### src/rtl/io_src_chk_gen_if.sv
// Purpose : 4-phase req/ack link carrying one address/data/redundancy message.
// Ports   : master drives addr/dat/red/req and samples ack; slave the reverse.
// Latency : n/a (wires only). Backpressure: the slave withholds ack to stall the master.
`ifndef NS_ADDRESS_SIZE
`define NS_ADDRESS_SIZE 8
`endif
`ifndef NS_DATA_SIZE
`define NS_DATA_SIZE 8
`endif
`ifndef NS_REDUN_SIZE
`define NS_REDUN_SIZE 4
`endif

interface io_src_chk_gen_if #(
  parameter int ASZ = `NS_ADDRESS_SIZE,
  parameter int DSZ = `NS_DATA_SIZE,
  parameter int RSZ = `NS_REDUN_SIZE
);
  logic [ASZ-1:0] addr;
  logic [DSZ-1:0] dat;
  logic [RSZ-1:0] red;
  logic           req;
  logic           ack;

  modport master (output addr, output dat, output red, output req, input ack);
  modport slave  (input addr, input dat, input red, input req, output ack);
endinterface

### src/rtl/io_src_chk_gen.sv
// Purpose : loop-test endpoint; o0 generates an ordered (addr,dat) stream, i0 checks one.
// Latency : >=3 cycles per generated message; checker acks one cycle after seeing req.
// Backpressure: 4-phase links; generator waits on o0.ack, checker holds ack until req drops.
// Ports   : i_clk, reset (sync, active-high), ready, i_run, o0 (link master),
//           i0 (link slave), i0_ck_dat, err_0/1/2, fst_err0_inp/dat, snd_cnt, rcv_cnt.
// Option  : define NS_SRC_CHK_WDOG_EN to enable the handshake watchdog (err_2).
`ifndef NS_ADDRESS_SIZE
`define NS_ADDRESS_SIZE 8
`endif
`ifndef NS_DATA_SIZE
`define NS_DATA_SIZE 8
`endif
`ifndef NS_REDUN_SIZE
`define NS_REDUN_SIZE 4
`endif

module io_src_chk_gen #(
  parameter int ASZ      = `NS_ADDRESS_SIZE,
  parameter int DSZ      = `NS_DATA_SIZE,
  parameter int RSZ      = `NS_REDUN_SIZE,
  parameter int MIN_ADDR = 0,
  parameter int MAX_ADDR = 55,
  parameter int CNT_SZ   = 16,
  parameter int TMO_CYC  = 1024
) (
  input  logic                 i_clk,
  input  logic                 reset,
  output logic                 ready,
  input  logic                 i_run,
  io_src_chk_gen_if.master     o0,
  io_src_chk_gen_if.slave      i0,
  output logic [DSZ-1:0]       i0_ck_dat,
  output logic                 err_0,
  output logic                 err_1,
  output logic                 err_2,
  output logic [DSZ-1:0]       fst_err0_inp,
  output logic [DSZ-1:0]       fst_err0_dat,
  output logic [CNT_SZ-1:0]    snd_cnt,
  output logic [CNT_SZ-1:0]    rcv_cnt
);

  // Elaboration-time sanity check of the parameter set.
  if (RSZ > DSZ || RSZ > ASZ || MIN_ADDR > MAX_ADDR || MAX_ADDR >= (1 << ASZ) || TMO_CYC < 1) begin : g_bad_param
    $error("io_src_chk_gen: illegal parameter combination");
  end

  localparam logic [ASZ-1:0] MIN_A = ASZ'(MIN_ADDR);
  localparam logic [ASZ-1:0] MAX_A = ASZ'(MAX_ADDR);

  typedef enum logic [1:0] {G_IDLE, G_REQ, G_REL} g_state_e;
  typedef enum logic       {C_IDLE, C_ACK}        c_state_e;

  // ---------------- generator ----------------
  g_state_e          g_state_q;
  logic [ASZ-1:0]    g_addr_q, g_addr_d;
  logic [DSZ-1:0]    g_dat_q,  g_dat_d;
  logic              g_req_q;
  logic [CNT_SZ-1:0] snd_cnt_q;
  logic              ready_q;

  assign g_addr_d = (g_addr_q == MAX_A) ? MIN_A : g_addr_q + 1'b1;
  assign g_dat_d  = g_dat_q + 1'b1;

  always_ff @(posedge i_clk) begin
    if (reset) begin
      g_state_q <= G_IDLE;
      g_addr_q  <= MIN_A;
      g_dat_q   <= '0;
      g_req_q   <= 1'b0;
      snd_cnt_q <= '0;
      ready_q   <= 1'b0;
    end else begin
      ready_q <= 1'b1;
      case (g_state_q)
        G_IDLE: if (i_run) begin
          g_req_q   <= 1'b1;
          g_state_q <= G_REQ;
        end
        G_REQ: if (o0.ack) begin
          g_req_q   <= 1'b0;
          g_state_q <= G_REL;
        end
        G_REL: if (!o0.ack) begin
          g_addr_q  <= g_addr_d;
          g_dat_q   <= g_dat_d;
          if (snd_cnt_q != '1) snd_cnt_q <= snd_cnt_q + 1'b1;
          g_state_q <= G_IDLE;
        end
        default: g_state_q <= G_IDLE;
      endcase
    end
  end

  // Payload comes straight from registers, so it is stable for the whole req window.
  assign o0.addr = g_addr_q;
  assign o0.dat  = g_dat_q;
  assign o0.red  = g_addr_q[RSZ-1:0] ^ g_dat_q[RSZ-1:0];
  assign o0.req  = g_req_q;
  assign ready   = ready_q;
  assign snd_cnt = snd_cnt_q;

  // ---------------- checker ----------------
  c_state_e          c_state_q;
  logic [ASZ-1:0]    c_addr_q, c_addr_d;
  logic [DSZ-1:0]    c_dat_q,  c_dat_d;
  logic              c_ack_q;
  logic              err_0_q, err_1_q;
  logic [DSZ-1:0]    fst_inp_q, fst_dat_q;
  logic [CNT_SZ-1:0] rcv_cnt_q;
  logic              hit_0, hit_1;

  assign c_addr_d = (c_addr_q == MAX_A) ? MIN_A : c_addr_q + 1'b1;
  assign c_dat_d  = c_dat_q + 1'b1;
  assign hit_0    = (i0.addr != c_addr_q) || (i0.dat != c_dat_q);
  assign hit_1    = i0.red != (i0.addr[RSZ-1:0] ^ i0.dat[RSZ-1:0]);

  always_ff @(posedge i_clk) begin
    if (reset) begin
      c_state_q <= C_IDLE;
      c_addr_q  <= MIN_A;
      c_dat_q   <= '0;
      c_ack_q   <= 1'b0;
      err_0_q   <= 1'b0;
      err_1_q   <= 1'b0;
      fst_inp_q <= '0;
      fst_dat_q <= '0;
      rcv_cnt_q <= '0;
    end else begin
      case (c_state_q)
        C_IDLE: if (i0.req) begin
          c_ack_q   <= 1'b1;
          c_state_q <= C_ACK;
          if (hit_0) err_0_q <= 1'b1;
          if (hit_1) err_1_q <= 1'b1;
          // Snapshot only the very first failing message.
          if ((hit_0 || hit_1) && !err_0_q && !err_1_q) begin
            fst_inp_q <= c_dat_q;
            fst_dat_q <= i0.dat;
          end
        end
        C_ACK: if (!i0.req) begin
          c_ack_q   <= 1'b0;
          // Expected sequence advances even after a bad message.
          c_addr_q  <= c_addr_d;
          c_dat_q   <= c_dat_d;
          if (rcv_cnt_q != '1) rcv_cnt_q <= rcv_cnt_q + 1'b1;
          c_state_q <= C_IDLE;
        end
        default: c_state_q <= C_IDLE;
      endcase
    end
  end

  assign i0.ack       = c_ack_q;
  assign i0_ck_dat    = c_dat_q;
  assign err_0        = err_0_q;
  assign err_1        = err_1_q;
  assign fst_err0_inp = fst_inp_q;
  assign fst_err0_dat = fst_dat_q;
  assign rcv_cnt      = rcv_cnt_q;

`ifdef NS_SRC_CHK_WDOG_EN
  // ---------------- watchdog ----------------
  // Each counter spans one whole handshake and clears when its FSM is idle.
  // err_2 flags the TMO_CYC-th consecutive waiting cycle; the FSMs are not disturbed.
  localparam int TW = $clog2(TMO_CYC + 1);
  localparam logic [TW-1:0] TMO_LAST = TW'(TMO_CYC - 1);

  logic [TW-1:0] g_tmo_q, c_tmo_q;
  logic          err_2_q;
  logic          g_wait, c_wait;

  assign g_wait = (g_state_q != G_IDLE);
  assign c_wait = (c_state_q == C_ACK);

  always_ff @(posedge i_clk) begin
    if (reset) begin
      g_tmo_q <= '0;
      c_tmo_q <= '0;
      err_2_q <= 1'b0;
    end else begin
      if (!g_wait) g_tmo_q <= '0;
      else if (g_tmo_q != TMO_LAST + 1'b1) g_tmo_q <= g_tmo_q + 1'b1;
      if (!c_wait) c_tmo_q <= '0;
      else if (c_tmo_q != TMO_LAST + 1'b1) c_tmo_q <= c_tmo_q + 1'b1;
      if ((g_wait && g_tmo_q == TMO_LAST) || (c_wait && c_tmo_q == TMO_LAST)) err_2_q <= 1'b1;
    end
  end

  assign err_2 = err_2_q;
`else
  assign err_2 = 1'b0;
`endif

endmodule
### src/flat_wrapper.sv
// flat-port wrapper written by rule: the top's interface ports become plain ports
module io_src_chk_gen_flat 
#(
  parameter int ASZ      = `NS_ADDRESS_SIZE,
  parameter int DSZ      = `NS_DATA_SIZE,
  parameter int RSZ      = `NS_REDUN_SIZE,
  parameter int MIN_ADDR = 0,
  parameter int MAX_ADDR = 55,
  parameter int CNT_SZ   = 16,
  parameter int TMO_CYC  = 1024
)
  (i_clk, reset, ready, i_run, i0_ck_dat, err_0, err_1, err_2, fst_err0_inp, fst_err0_dat, snd_cnt, rcv_cnt, o0_addr, o0_dat, o0_red, o0_req, o0_ack, i0_addr, i0_dat, i0_red, i0_req, i0_ack);
  io_src_chk_gen_if #(.ASZ(ASZ), .DSZ(DSZ), .RSZ(RSZ)) o0_i ();
  io_src_chk_gen_if #(.ASZ(ASZ), .DSZ(DSZ), .RSZ(RSZ)) i0_i ();
  input  logic i_clk;
  input  logic reset;
  output logic ready;
  input  logic i_run;
  output logic [DSZ-1:0] i0_ck_dat;
  output logic err_0;
  output logic err_1;
  output logic err_2;
  output logic [DSZ-1:0] fst_err0_inp;
  output logic [DSZ-1:0] fst_err0_dat;
  output logic [CNT_SZ-1:0] snd_cnt;
  output logic [CNT_SZ-1:0] rcv_cnt;
  output wire logic [$bits(o0_i.addr)-1:0] o0_addr;
  output wire logic [$bits(o0_i.dat)-1:0] o0_dat;
  output wire logic [$bits(o0_i.red)-1:0] o0_red;
  output wire logic [$bits(o0_i.req)-1:0] o0_req;
  input wire logic [$bits(o0_i.ack)-1:0] o0_ack;
  input wire logic [$bits(i0_i.addr)-1:0] i0_addr;
  input wire logic [$bits(i0_i.dat)-1:0] i0_dat;
  input wire logic [$bits(i0_i.red)-1:0] i0_red;
  input wire logic [$bits(i0_i.req)-1:0] i0_req;
  output wire logic [$bits(i0_i.ack)-1:0] i0_ack;
  assign o0_addr = o0_i.addr;
  assign o0_dat = o0_i.dat;
  assign o0_red = o0_i.red;
  assign o0_req = o0_i.req;
  assign o0_i.ack = o0_ack;
  assign i0_i.addr = i0_addr;
  assign i0_i.dat = i0_dat;
  assign i0_i.red = i0_red;
  assign i0_i.req = i0_req;
  assign i0_ack = i0_i.ack;
  io_src_chk_gen #(.ASZ(ASZ), .DSZ(DSZ), .RSZ(RSZ), .MIN_ADDR(MIN_ADDR), .MAX_ADDR(MAX_ADDR), .CNT_SZ(CNT_SZ), .TMO_CYC(TMO_CYC)) u_core (.i_clk(i_clk), .reset(reset), .ready(ready), .i_run(i_run), .o0(o0_i), .i0(i0_i), .i0_ck_dat(i0_ck_dat), .err_0(err_0), .err_1(err_1), .err_2(err_2), .fst_err0_inp(fst_err0_inp), .fst_err0_dat(fst_err0_dat), .snd_cnt(snd_cnt), .rcv_cnt(rcv_cnt));
endmodule
### config.mk
export PLATFORM = sky130hd
export DESIGN_NAME = io_src_chk_gen_flat
export DESIGN_NICKNAME = d
export VERILOG_FILES = /design/src/rtl/io_src_chk_gen_if.sv /design/src/rtl/io_src_chk_gen.sv /design/src/flat_wrapper.sv
export SDC_FILE = /design/constraint.sdc
export NUM_CORES = 1
export LEC_CHECK = 0
export CORE_AREA = 8 8 112 114
export DETAILED_ROUTE_END_ITERATION = 8
export DIE_AREA = 0 0 120 122
export PLACE_DENSITY_LB_ADDON = 0.12
export RECOVER_POWER = 100
export SYNTH_ARGS = -nofsm -noshare
export SYNTH_HDL_FRONTEND = slang
export SYNTH_SLANG_ARGS = --single-unit
### constraint.sdc
create_clock -name i_clk -period 2.1 [get_ports i_clk]
set_clock_uncertainty 0.15 [all_clocks]
set_input_delay 0.21 -clock i_clk [delete_from_list [all_inputs] [get_ports i_clk]]
set_output_delay 0.21 -clock i_clk [all_outputs]
set_load 0.02 [all_outputs]
==> flow_summary_export.csv <==
group,metric,value,unit
place,placed_cell_area,0.00557,mm^2
clock_network,clock_latency,0.36,ns
min_path,hold_class,"in -> reg",
die,start_util,39.3,%
setup_path,cpPeakStageDelay,0.64,ns
setup_path,crit_chain,"xor2_1 > clkdlybuf4s50_1",
setup_path,crit_type,"reg -> out",
synthesis,syn_area_per_cell,8.97,um^2
timing,fmax,0.495,GHz
clock_network,cts.clk_slew.worst_paths,0.11,ns
synthesis,synth_warnings,0,
timing,fin_setup_tns,0,ns
clock_network,numCtsBuffers,9,
die,io_pins,107,
timing,finalMaxSlewViolations,36,
synthesis,synth_area,0.00420,mm^2
clock_network,clockBufferDepth,2,
synthesis,synthFlopType,"dfxtp_1",
layout,finalNetCount,630,
clock_network,postCtsSetupBuffers,0,
synthesis,syn_nets,501,
setup_path,crit_slowest_cell,"clkdlybuf4s50_1",
layout,fin_area,0.00571,mm^2
clock_network,cts.hold.buffers_added,0,
global_routing,grtUsageTotal,14.2,%
drt,detail_route.first_pass.iterations,4,
setup_path,crit_path_start_kind,"flip-flop",
global_routing,grt_pass1_wl,17.2,mm
synthesis,postSynthCellCount,468,
place,port_buffers,105,
timing,rsz0062_at_grt,"no",
timing,tightest_slew,1.55,ns
layout,drive_above_1_share,9.47,%
drt,drt_iter0_markers,140,
die,dieHeight,122,um
timing,min_period,2.02,ns
timing,setup_violations,0,
drt,wl_per_cell,14.3,um
place,place_ws,-0.126,ns
clock_network,h-tree-depth,3,
global_routing,overflow,0,
timing,max_slew_margin,-3.10,%
layout,diodes,0,
power_and_ir_drop,ir_drop,415,uV
drt,drc,0,
clock_network,cts.sinks,88,
synthesis,synth_seq_cells,88,
global_routing,grt_max_degree,62,
clock_network,post_cts_resize_count,0,
setup_path,cp_data_required_time,1.74,ns
timing,period_share,96.2,%
synthesis,async_flop_share,0,%
place,dp_hpwl,7.90,mm
setup_path,critical_path.endpoint_type,"primary output",
die,die-width,120,um
synthesis,yosysTopAreaCell,"dfxtp_1",
flow_run,drv_cap,1,
power_and_ir_drop,p_per_area,548,mW/mm^2
synthesis,ys_types,50,
global_routing,grt_antenna_before_repair,0,
synthesis,synth_top_cell_area_share,42.0,%
drt,antenna_left,0,
drt,via_count,3607,
synthesis,synthTopCellsByArea,"dfxtp_1, xor2_1, xnor2_1",
drt,vias_per_cell,4.86,
die,core.rowCount,38,
clock_network,root_buffer,"clkbuf_8",
setup_path,arrival,1.66,ns
run_status,violations,"capacitance limit, slew limit",
timing,worst_slack,0.0797,ns
clock_network,tritoncts,"built",
synthesis,ys_seq_area_share,42.0,%
setup_path,critPathMaxFanout,6,
drt,wl,10.6,mm
timing,whs,0.305,ns
power_and_ir_drop,finalPower,3.13,mW
die,die_area,0.0146,mm^2
run_status,outcome,"finished, violations left",
global_routing,grt_pass1_vias,3537,
layout,syn_to_final_growth,36.1,%
power_and_ir_drop,p_leak,2.41,nW
timing,hold_viol,0,
synthesis,synth_edf_count,0,
die,core_area,0.0107,mm^2
place,gp_congestion,0.810,
[per-layer routing]
layer	routed length [um]	share of wire, %	up-vias	GRT usage, %
met5	0	0	-	0
met4	123	1.2	0	4.45
met3	642	6.1	10	3.89
met2	4630	44	81	22.7
met1	5210	49	1659	18.3
li1	-	-	1857	-
[path summary, 6_finish.rpt]
kind                           from                      to  slack (ns)  depth (start not counted)
min                       i0_dat[6]  u_core.fst_err0_dat[6]        0.31                          3
max               u_core.o0.addr[0]               o0_red[0]        0.08                          2
max reg2reg       u_core.rcv_cnt[1]       u_core.rcv_cnt[7]        0.20                          7
min reg2reg  u_core.fst_err0_dat[0]  u_core.fst_err0_dat[0]        0.31                          2
[cell type report]
type                       count  area, um^2
multi-input combinational    351        2280
timing repair buffer         139        1290
tap                          140         175
fill                        1031        4980
clock inverter                 7        56.3
sequential                    88        1760
inverter                       8        30.0
clock buffer                   9         124
[logic make-up after synthesis]
family / share of synthesized area, %
simple gates: 23.5
compound gates: 7.09
flops: 42.0
other cells: 0.0893
mux: 5.01
fa+ha+maj: 2.38
buf+inv: 3.49
xor+xnor: 16.4
[flip-flops by register name (all words and copies together) (netlist names), 2 cells and up]
name / count
u_core.g_state_q: 2
u_core.rcv_cnt: 16
u_core.c_addr_q: 8
u_core.o0.dat: 8
u_core.fst_err0_inp: 8
u_core.fst_err0_dat: 8
u_core.i0_ck_dat: 8
u_core.snd_cnt: 16
u_core.o0.addr: 8
[Yosys cell counts, types with 3 or more instances]
cell type	instances
xor2_1	46
clkbuf_1	14
dfxtp_1	88
and4_1	6
or3_1	6
nand4_1	18
mux2i_1	21
and3_1	7
nand2_1	58
a21oi_1	15
nor4_2	3
ha_1	8
nor3_1	8
xnor2_1	31
inv_1	7
nand3_1	15
nor2_1	64
a211oi_1	11
o21ai_0	6
[per-stage QoR]
| step | util [%] | std cells |
|---|---|---|
| 3_3_place_gp | 52.1 | 726 |
| 6_report | 53.4 | 742 |
| 4_1_cts | 53.8 | 742 |
| 3_5_place_dp | 52.1 | 726 |
| 5_1_grt | 53.4 | 742 |
| 2_1_floorplan | - | 468 |
[critical path, delay by kind of cell, from the launching register on]
kind                   cells  cell delay [ns]
flip-flops                 1             0.46
XOR/XNOR                   1             0.20
buffers and inverters      1             0.64
[layout by cell type, fill, tap and decap left out, drive strengths merged, types with 2 or more instances in the layout]
cell	count
xnor2	31
dlygate4sd3	79
dfxtp	88
ha	8
nand2	58
and3	7
or3	6
or4b	2
nand4	19
o21ai	8
mux2i	21
and4	6
nor4	5
xor2	47
inv	9
a211oi	11
nor3	9
nand3	15
a21oi	16
nor3b	2
clkbuf	19
buf	25
o211ai	2
clkdlybuf4s50	25
nor2	64
a311oi	2
clkinv	6
[power by group]
part,internal [mW],total (mW),switching [mW]
Combinational,0.149,0.312,0.163
Sequential,1.70,1.72,0.0236
Clock,0.445,1.10,0.656
Note: power is estimated with default switching activity, not from simulation.
